<file path="src/rtl/int_to_fixed_unpacker.sv">
// Streaming unpacker: 32-bit words of packed signed int8 lanes in, one signed Q8.8
// element per cycle out, tagged with its index in the vector and an end-of-vector flag.
// Lane 0 is the least significant byte. Unused lanes of a vector's final word are dropped.
module int_to_fixed_unpacker #(
  parameter int N_ELEMS = 8,
  parameter int LANES   = 4,
  parameter int IDX_W   = (N_ELEMS > 1) ? $clog2(N_ELEMS) : 1
) (
  input  logic               clk,
  input  logic               rst,
  input  logic [8*LANES-1:0] in_word,
  input  logic               in_valid,
  output logic               in_ready,
  output logic [15:0]        out_fixed,
  output logic [IDX_W-1:0]   out_idx,
  output logic               out_last,
  output logic               out_valid,
  input  logic               out_ready
);

  localparam int LANE_W = (LANES > 1) ? $clog2(LANES) : 1;
  localparam logic [LANE_W-1:0] LAST_LANE = LANE_W'(LANES - 1);
  localparam logic [IDX_W-1:0]  LAST_ELEM = IDX_W'(N_ELEMS - 1);

  logic [8*LANES-1:0] wbuf;
  logic               wvalid;
  logic [LANE_W-1:0]  lane;
  logic [IDX_W-1:0]   elem;

  logic       load;
  logic       last_lane;
  logic       last_elem;
  logic       consume;
  logic       accept;
  logic [7:0] lane_byte;

  // Handshake decode: the output register loads whenever it is empty or being drained,
  // and the buffer frees up in the same cycle its final element loads.
  always_comb begin
    load      = wvalid && (!out_valid || out_ready);
    last_lane = (lane == LAST_LANE);
    last_elem = (elem == LAST_ELEM);
    consume   = load && (last_lane || last_elem);
    in_ready  = !rst && (!wvalid || consume);
    accept    = in_valid && in_ready;
  end

  // Select the current lane of the buffered word.
  always_comb begin
    lane_byte = 8'h00;
    for (int i = 0; i < LANES; i++) begin
      if (lane == LANE_W'(i)) lane_byte = wbuf[8*i +: 8];
    end
  end

  // Word buffer: refill on accept, otherwise release once its last element has loaded.
  always_ff @(posedge clk) begin
    if (rst) begin
      wbuf   <= '0;
      wvalid <= 1'b0;
    end else if (accept) begin
      wbuf   <= in_word;
      wvalid <= 1'b1;
    end else if (consume) begin
      wvalid <= 1'b0;
    end
  end

  // Lane pointer and element counter advance only on loads, so a stall freezes them.
  always_ff @(posedge clk) begin
    if (rst) begin
      lane <= '0;
      elem <= '0;
    end else if (load) begin
      lane <= consume ? '0 : lane + LANE_W'(1);
      elem <= last_elem ? '0 : elem + IDX_W'(1);
    end
  end

  // Output register: int8 to Q8.8 is a plain shift by eight, always exact.
  always_ff @(posedge clk) begin
    if (rst) begin
      out_fixed <= '0;
      out_idx   <= '0;
      out_last  <= 1'b0;
      out_valid <= 1'b0;
    end else if (load) begin
      out_fixed <= {lane_byte, 8'h00};
      out_idx   <= elem;
      out_last  <= last_elem;
      out_valid <= 1'b1;
    end else if (out_valid && out_ready) begin
      out_valid <= 1'b0;
    end
  end

endmodule

</file>
<file path="config.mk">
export PLATFORM = sky130hd
export DESIGN_NAME = int_to_fixed_unpacker
export DESIGN_NICKNAME = d
export VERILOG_FILES = /design/src/rtl/int_to_fixed_unpacker.sv
export SDC_FILE = /design/constraint.sdc
export NUM_CORES = 1
export LEC_CHECK = 0
export ABC_AREA = 1
export CELL_PAD_IN_SITES_DETAIL_PLACEMENT = 1
export CELL_PAD_IN_SITES_GLOBAL_PLACEMENT = 1
export CORE_MARGIN = 3
export CORE_UTILIZATION = 35
export DETAILED_ROUTE_END_ITERATION = 10
export PLACE_DENSITY_LB_ADDON = 0.3
export SYNTH_ARGS = -nofsm -noshare
export SYNTH_HDL_FRONTEND = slang
export SYNTH_SLANG_ARGS = --single-unit
</file>
<file path="constraint.sdc">
create_clock -name clk -period 2 [get_ports clk]
set_clock_uncertainty 0.2 [all_clocks]
set_input_delay 0.5 -clock clk [delete_from_list [all_inputs] [get_ports clk]]
set_output_delay 0.5 -clock clk [all_outputs]
set_load 0.05 [all_outputs]
</file>
=== Yosys cells after proc, flatten, opt, wreduce, memory -nomap -nowiden ===
Cells that the tools add are included.

* Register bits: 51
* Bits in latches: 0
* Bits in writable memories: 0
* ROM bits: 0
* Bits of input ports: 36
* Output and inout bits: 22
* Logic and storage cells: 38
* Memories kept: 0

* Add/subtract/negate cells: 2
* Multipliers: 0
* Divide/modulo/power cells: 0
* Magnitude comparators: 0
* Equal/unequal tests: 4
* Shifts and indexed selects: 0
* Muxes and demuxes: 10
* Bitwise operators: 0
* Reduce and logical (&&, ||, !) cells: 14

{| class="wikitable"
|+ Operators by type and width
! operator !! number
|-
| 8-bit 2-to-1 mux || 4
|-
| 1-bit logical AND || 5
|-
| 2-bit equality test, second input constant || 2
|-
| 1-bit 2-to-1 mux || 4
|-
| 2-bit nonzero test || 2
|-
| 3-bit by 1-bit adder with 3-bit output, second input constant || 1
|-
| 3-bit equality test, second input constant || 1
|-
| 1-bit logical NOT || 3
|-
| 1-bit logical OR || 3
|-
| 3-bit 2-to-1 mux || 1
|-
| 2-bit by 1-bit adder with 2-bit output, second input constant || 1
|-
| 2-bit by 1-bit equality test with 1-bit output, second input constant || 1
|-
| 2-bit logical NOT || 1
|-
| 2-bit 2-to-1 mux || 1
|}

=== Depth between registers and ports, before layout ===
Gate-level depths: netlist of the first run.

* Depth in word-level cells: 8
* Depth in mapped cells: 9
* Gate-level depth less buffers: 8

=== Worst setup path before layout of the first run ===
OpenSTA, ideal clock, no wires.

* Path type: register to output
* From: register elem[0]
* To: output in_ready
* Arrival time: 1,667 ps
* Data required time: 1,300 ps
* Setup slack: -367 ps
* Cell stages (with the launch flop): 7
* Path buffers: 0
* Path through: dfxtp_1 ha_1 ha_1 nor2_2 o21ai_4 inv_1 nor2_1

* Longest elaborated chain between the ends: 5

{| class="wikitable"
|+ Ends and longest elaborated chain
! item !! RTL line !! RTL
|-
| start: declaration || 28 || <nowiki>logic [IDX_W-1:0] elem;</nowiki>
|-
| start signal: assignment || 76 || <nowiki>elem <= last_elem ? '0 : elem + IDX_W'(1);</nowiki>
|-
| 3-bit equality test || 42 || <nowiki>last_elem = (elem == LAST_ELEM);</nowiki>
|-
| via last_elem || 32 || <nowiki>logic last_elem;</nowiki>
|-
| 1-bit logical OR || 43 || <nowiki>consume = load && (last_lane || last_elem);</nowiki>
|-
| 1-bit logical AND || 43 ||
|-
| 1-bit logical OR || 44 || <nowiki>in_ready = !rst && (!wvalid || consume);</nowiki>
|-
| 1-bit logical AND || 44 ||
|-
| end: declaration || 13 || <nowiki>output logic in_ready,</nowiki>
|}

The timed path passes the listed nets, and every way through them passes these cells.

=== Worst setup path after layout of the first run ===
* From: register elem[1]
* To: output in_ready

Same word-level chain as after synthesis.

==> Implementation_results.wiki, run 1 <==
{| class="wikitable"
! Metric !! Value
|-
| PortBufs || 49
|-
| Number of global-route vias before repair || 2,362
|-
| Lkg Pwr || around 1.6 nW
|-
| Cells traversed along the worst timing path || ha_4 -> ha_4 -> nor2_4 -> o21ai_4 -> inv_2 -> nor2_4 -> buf_12
|-
| Global-route total usage across every layer || 16.6%
|-
| Max clock buf depth || 2
|-
| Power density of the placed cells || about 730 nW/um^2
|-
| DRC || 0
|-
| Total gr overflow || 0
|-
| Depth of the most critical reg-to-reg path || 10
|-
| Cts bufs inserted || 5
|-
| Fin nets || about 480
|-
| Vert. Die Dim || between 90 and 100 um
|-
| Depth of the CTS H-tree || 2
|-
| RSZ-0062 raised after global routing || true
|-
| Post-DP Area || 3140 sq um
|-
| Worst Path Class, Setup || register to output port
|-
| Critical path peak fanout || 2
|-
| Data arrival time at the worst-slack endpoint || around 1.5 ns
|-
| CTS root buf || clkbuf_8
|-
| Warnings from Yosys || 0
|-
| Commonest non-fill, non-tap cells in the layout || nand2_1 (116), nor2_1 (62), dfxtp_1 (47)
|-
| Switch Pwr || ~0.73 mW
|-
| Number of antenna violations at the first check in global routing || 0
|-
| TritonRoute pass-1 iters || 4
|-
| Clk_lat worst skew || about 0.3 ns
|-
| Starting DRT DRC Count || 80
|-
| Total Wirelength || 6.76 mm
|-
| Number of hold buffers added after cts || 0
|-
| Proportion of power drawn by flip-flops and latches || 47.1%
|-
| Maximum number of pins on one net before global-route repair || 34
|-
| Routability congestion estimate from global placement || 0.784
|-
| Switching power as a share of total power || between 30% and 40%
|-
| Wire length per cell || about 13 um
|-
| Hold violation count in the final report || 0
|-
| Worst-case setup slack after placement || -0.251 ns
|-
| DP Wirelength || 4.99 mm
|-
| Violated checks || negative setup slack
|-
| Unique masters post-synth || 19
|-
| Via Count || roughly 2,400
|-
| Mean instance size in the synthesized netlist || between 6 and 7 sq um
|-
| Initial core utilization || a little under two fifths
|-
| Post-route worst setup slack || -0.151 ns
|-
| Number of nets with antenna violations after routing || 0
|-
| Upper clock frequency limit || about 460 MHz
|-
| Critical path startpoint category || register
|-
| Most common cell after layout, fill and taps aside || nand2_1
|-
| Cells after Synth || just under 400
|-
| Status || finished, violations left
|-
| Worst hold path class || register to register
|-
| Vias per inst || ~4.6
|-
| Worst Path Buf+Inv || 2
|-
| Summed area of non-filler cells in the final layout || roughly 3300 sq um
|-
| Cell area after synthesis || ~2600 sq um
|-
| Logic depth of the worst path, buffers included || 7
|-
| Cell family with most CP delay || flip-flops
|-
| Share of the clock period used by the worst path || 108%
|-
| Max-slew violation total from the final report || 0
|-
| Wire length of the first global-routing pass || roughly 11 mm
|-
| TritonCTS clock tree || done
|-
| Data required time of the critical path || around 1.3 ns
|-
| Number of sinks driven by the clock tree || 51
|-
| Site Rows || 30
|-
| Total internal power || 1.68 mW
|-
| Max-cap violations || 0
|-
| Post-route minimum period || roughly 2.2 ns
|-
| Standard cell with the maximum stage delay on the critical path || dfxtp_2
|-
| Area of the core || between 6000 and 7000 sq um
|-
| Clock network fraction of total power || ~29%
|-
| Number of instances on the worst hold path || 2
|-
| Part of the Yosys area used for sequential elements || roughly 40%
|-
| Number of synthesized register bits || 51
|-
| Post-CTS clock slew at the launch and capture registers of the worst setup and hold paths || roughly 0.09 ns
|-
| Full die area || 8380 sq um
|-
| Max IR drop VDD || roughly 0.25 mV
|-
| Count of filler cells inserted in the layout || between 900 and 1,000
|-
| Worst path max stage delay || between 0.3 and 0.4 ns
|-
| Area grow syn2layout || 29.4%
|-
| Die X-Extent || roughly 92 um
|-
| # setup viols final || 1
|-
| IO Pins || 58
|-
| Ratio of cells with drive above 1 in the final layout || about an eighth
|-
| Crit end category || output port
|-
| Diodes inserted || 0
|-
| Logic gate share of total power || 23.9%
|}
[Yosys cell counts (all sizes together)]
library cell,instances,area (sq um)
clkbuf,12,45.0
nor2,65,246
and3,1,6.26
nand3,9,57.6
ha,6,75.1
inv,42,158
o21bai,1,7.51
nand4,32,200
nand2,116,435
buf,21,154
a21oi,20,100
o21ai,8,51.3
dfxtp,51,1020
conb,1,3.75
[final timing paths]
| check | startpoint | to | slack [ns] |
|---|---|---|---|
| max | elem[1]$_SDFFE_PP0P_ | in_ready | -0.15 |
| min | out_fixed[13]$_SDFFE_PP0P_ | out_fixed[13]$_SDFFE_PP0P_ | 0.28 |
| max reg2reg | elem[1]$_SDFFE_PP0P_ | wbuf[24]$_SDFFE_PP0P_ | 0.10 |
| min reg2reg | out_fixed[13]$_SDFFE_PP0P_ | out_fixed[13]$_SDFFE_PP0P_ | 0.28 |
[power groups by stage]
stage	Combinational [mW]	Sequential (mW)	Clock [mW]
after CTS	0.583	1.14	0.717
after floorplan	0.320	1.20	0
final	0.577	1.14	0.699
after global routing	0.640	1.15	0.761
after global placement	0.552	1.15	0
after detailed placement	0.566	1.16	0
[cell families (layout without fill, tap and decap cells)]
logic type	Yosys count	count (layout)	synth area share, %
simple gates	223	223	36.9
fa+ha+maj	6	6	2.93
compound gates	29	29	6.20
buf+inv	75	118	13.9
other cells	1	8	0.146
flops	51	51	39.9
[sequential cells by signal, indices dropped and copies added (netlist names)]
signal,cells
lane,2
out_fixed,8
wbuf,32
out_idx,3
out_valid,1
out_last,1
elem,3
wvalid,1
[metal layers]
layer  global-route usage, %  up-vias  part of all wire, %
met2                    27.8       41                   48
met3                    3.40        8                  3.7
met5                       0        -                    0
li1                        -     1281                    -
met4                    5.40        0                  1.6
met1                    21.3     1092                   47
[cell type report]
cell class              count  area, sq um  share of cell area [%]
clock inverters             1         30.0                   0.906
inverters                  42          158                    4.76
multi-input cells         266         1250                    37.8
clock buffers               6         72.6                    2.19
well taps                  96          120                    3.63
flip-flops and latches     51         1030                    31.0
repair buffers             69          654                    19.8
[stage by stage]
| stage | instances | hold slack, ns | power (mW) | TNS, ns | util [%] |
|---|---|---|---|---|---|
| global placement | 520 | 0.257 | 1.71 | -5.73 | 45.2 |
| finish | 531 | 0.275 | 2.41 | -0.151 | 47.7 |
| detailed placement | 520 | 0.263 | 1.72 | -6.53 | 45.2 |
| global route | 531 | 0.300 | 2.55 | -0.209 | 47.7 |
| floorplan | 392 | 0.270 | 1.52 | 0 | - |
| CTS | 531 | 0.277 | 2.44 | -0.166 | 47.7 |
[what timing repair did]
action	CTS	global route
pin swaps	4	1
endpoints found under the hold margin	0	0
gates resized for setup	12	0
buffers inserted	4	0
endpoints found under the setup margin	1	18
[worst min-delay path, delay by kind of cell, from the launching register on]
kind / cells / cell delay (ns)
flops: 1 / 0.32
compound gates: 1 / 0.06
simple gates: 1 / 0.06
(Power assumes the default switching activity.)
==> run 2, diff against run 1 <==
- CORE_MARGIN: 3 -> 2
- SETUP_SLACK_MARGIN: unset -> 0.05
==> run 2 against run 1 <==
The run still ends with negative setup slack left. Setup slack better by 0.0096 ns. Total power up 1.2%. Via count rose by 1.5%. Sequential cell count did not move. Critical path depth unchanged. Sequential share of layout area fell by 0.19 points. Combinational power about the same. Register-to-register slack gained 0.08 ns. Global-route usage increased by 1.4 points. Highest routed layer unchanged. Hold slack lost 0.0058 ns. Largest power group unchanged. Clock power up 3.4%. Wire length rose by 2.0%.
==> Implementation_results.wiki, run 2 (synthesized netlist as in run 1, its figures left out) <==
{| class="wikitable"
! Metric !! Value
|-
| Reg2Reg Setup Slack || 0.18 ns (+0.08 ns)
|-
| Worst Path Buf+Inv || 2 (unchanged)
|-
| FF-to-FF Start || elem[1]$_SDFFE_PP0P_
|-
| RSZ-0062 raised after global routing || true
|-
| Cells traversed along the worst timing path || ha_4 -> ha_4 -> nor2_4 -> o21ai_4 -> inv_2 -> nor2_4 -> buf_12
|-
| Number of sinks driven by the clock tree || 51 (unchanged)
|-
| Wire length per cell || 12.9 um (+1.1%)
|-
| Number of nets with antenna violations after routing || 0 (unchanged)
|-
| Vias per inst || 4.59 (+0.54%)
|-
| Largest register by flop count || wbuf
|-
| Ratio of cells with drive above 1 in the final layout || 12.6% (+0.40 points)
|-
| Via Count || 2,458 (+1.5%)
|-
| Cell family with most CP delay || flip-flops
|-
| Depth of the CTS H-tree || 2 (unchanged)
|-
| Aggregate negative setup slack || -0.142 ns (+0.00959 ns)
|-
| Critical path startpoint category || register
|-
| Flip-flop count of the largest register after layout || 32 (unchanged)
|-
| Worst hold path class || register to register
|-
| Data arrival time at the worst-slack endpoint || 1.44 ns (about the same)
|-
| CTS root buf || clkbuf_8
|-
| Status || finished, violations left
|-
| Hold violation count in the final report || 0 (unchanged)
|-
| Max IR drop VDD || 0.276 mV (+9.4%)
|-
| Diodes inserted || 0 (unchanged)
|-
| # setup viols final || 1 (unchanged)
|-
| Area of the core || 7180 sq um (+3.3%)
|-
| Data required time of the critical path || 1.30 ns (about the same)
|-
| Most common cell after layout, fill and taps aside || nand2_1
|-
| Post-layout utilization of the core || 46.5% (-1.3 points)
|-
| Routability congestion estimate from global placement || 0.824 (+5.0%)
|-
| Area grow syn2layout || 30.1%
|-
| Post-CTS clock slew at the launch and capture registers of the worst setup and hold paths || 0.10 ns (about the same)
|-
| Initial core utilization || 35.7% (-1.2 points)
|-
| Design Power || 2.44 mW (+1.2%)
|-
| Total Wirelength || 6.90 mm (+2.0%)
|-
| IO Pins || 58 (unchanged)
|-
| Number of hold buffers added after cts || 0 (unchanged)
|-
| Upper clock frequency limit || 467 MHz (+0.45%)
|-
| Worst path max stage delay || 0.37 ns (about the same)
|-
| PortBufs || 49 (unchanged)
|-
| Clk_lat worst skew || 0.31 ns (about the same)
|-
| Number of antenna violations at the first check in global routing || 0 (unchanged)
|-
| Worst-case setup slack after placement || -0.270 ns (-0.0193 ns)
|-
| Depth of the most critical reg-to-reg path || 9 (-1)
|-
| Standard cell with the maximum stage delay on the critical path || dfxtp_2
|-
| Total gr overflow || 0 (unchanged)
|-
| Endpoint of the most critical setup path || in_ready
|-
| Share of the clock period used by the worst path || 107% (-0.48 points)
|-
| Post-route worst setup slack || -0.142 ns (+0.00959 ns)
|-
| Global-route total usage across every layer || 18.0% (+1.4 points)
|-
| TritonRoute pass-1 iters || 4 (unchanged)
|-
| Post-route minimum period || 2.14 ns (-0.00959 ns)
|-
| Critical path peak fanout || 2 (unchanged)
|-
| Cts bufs inserted || 5 (unchanged)
|-
| Max clock buf depth || 2 (unchanged)
|-
| Site Rows || 31 (+3.3%)
|-
| DP Wirelength || 4.89 mm (-2.0%)
|-
| Commonest non-fill, non-tap cells in the layout || nand2_1 (116), nor2_1 (63), dfxtp_1 (47)
|-
| Lkg Pwr || 1.58 nW (+0.69%)
|-
| Maximum number of pins on one net before global-route repair || 24 (-29%)
|-
| Fin nets || 479 (+0.42%)
|-
| Vert. Die Dim || 89.5 um (-2.2%)
|-
| Wire length of the first global-routing pass || 11.2 mm (-1.3%)
|-
| Power density of the placed cells || 732 nW/um^2 (+0.61%)
|-
| Crit end category || output port
|-
| Full die area || 8020 sq um (-4.3%)
|-
| Number of instances on the worst hold path || 2 (unchanged)
|-
| Violated checks || negative setup slack
|-
| Logic depth of the worst path, buffers included || 7 (unchanged)
|-
| Max-slew violation total from the final report || 0 (unchanged)
|-
| Max-cap violations || 0 (unchanged)
|-
| Timing startpoint of the critical path || elem[1]$_SDFFE_PP0P_
|-
| Starting DRT DRC Count || 136 (+70%)
|-
| Worst Path Class, Setup || register to output port
|-
| Largest registers in the final layout || wbuf (32), out_fixed (8)
|-
| Hold Slack || 0.269 ns (-0.00579 ns)
|-
| TritonCTS clock tree || done
|-
| DRC || 0 (unchanged)
|-
| Reg2Reg Capture Point || wbuf[0]$_SDFFE_PP0P_
|-
| Die X-Extent || 89.5 um (-2.2%)
|-
| Number of global-route vias before repair || 2,428 (+2.8%)
|}
## run 2: where the power goes
group	switching (mW)	total [mW]	internal, mW	leakage (nW)
sequential	0.0466	1.14	1.09	0.420
clock	0.357	0.723	0.366	0.0502
combinational	0.354	0.580	0.225	1.11
total	0.758	2.44	1.68	1.58
## run 2: layout make-up
| class | instances | area [sq um] |
|---|---|---|
| fill | 921 | 3840 |
| multi-input combinational | 266 | 1250 |
| sequential | 51 | 1030 |
| timing repair buffer | 71 | 669 |
| inverter | 42 | 158 |
| tap | 99 | 124 |
| clock buffer | 5 | 68.8 |
| clock inverter | 2 | 37.5 |
## run 2: worst min-delay path by stage
stage	start	endpoint
2_1_floorplan	elem[1]$_SDFFE_PP0P_	elem[1]$_SDFFE_PP0P_
3_3_place_gp	out_fixed[13]$_SDFFE_PP0P_	out_fixed[13]$_SDFFE_PP0P_
3_5_place_dp	out_fixed[13]$_SDFFE_PP0P_	out_fixed[13]$_SDFFE_PP0P_
4_1_cts	out_fixed[13]$_SDFFE_PP0P_	out_fixed[13]$_SDFFE_PP0P_
5_1_grt	out_fixed[12]$_SDFFE_PP0P_	out_fixed[12]$_SDFFE_PP0P_
6_report	out_fixed[13]$_SDFFE_PP0P_	out_fixed[13]$_SDFFE_PP0P_
## run 2: timing repair
| action | CTS | global route |
|---|---|---|
| hold endpoints to repair | 0 | 0 |
| gates cloned | 0 | 0 |
| setup buffers | 6 | 0 |
| pin swaps | 2 | 0 |
| setup endpoints to repair | 1 | 1 |
| resized for setup | 3 | 0 |
## run 2: per-stage QoR
| stage | std cells | cell area [sq um] |
|---|---|---|
| 3_3_place_gp | 523 | 3170 |
| 3_5_place_dp | 523 | 3170 |
| 6_report | 536 | 3330 |
| 2_1_floorplan | 392 | 2620 |
| 4_1_cts | 536 | 3330 |
| 5_1_grt | 536 | 3330 |
## run 2: per-layer routing
metal / vias to the layer above / global-route usage (%) / share of wire (%)
met5: - / 0 / 0
met4: 0 / 6.24 / 1.6
met3: 8 / 3.42 / 3.9
met2: 53 / 30.1 / 48
met1: 1112 / 23.1 / 46
li1: 1285 / - / -
## run 2: tightest hold or removal path: stages (launching register included)
cell and delay, ns:
dfxtp_1 0.32, nand2_1 0.06, a21oi_1 0.05
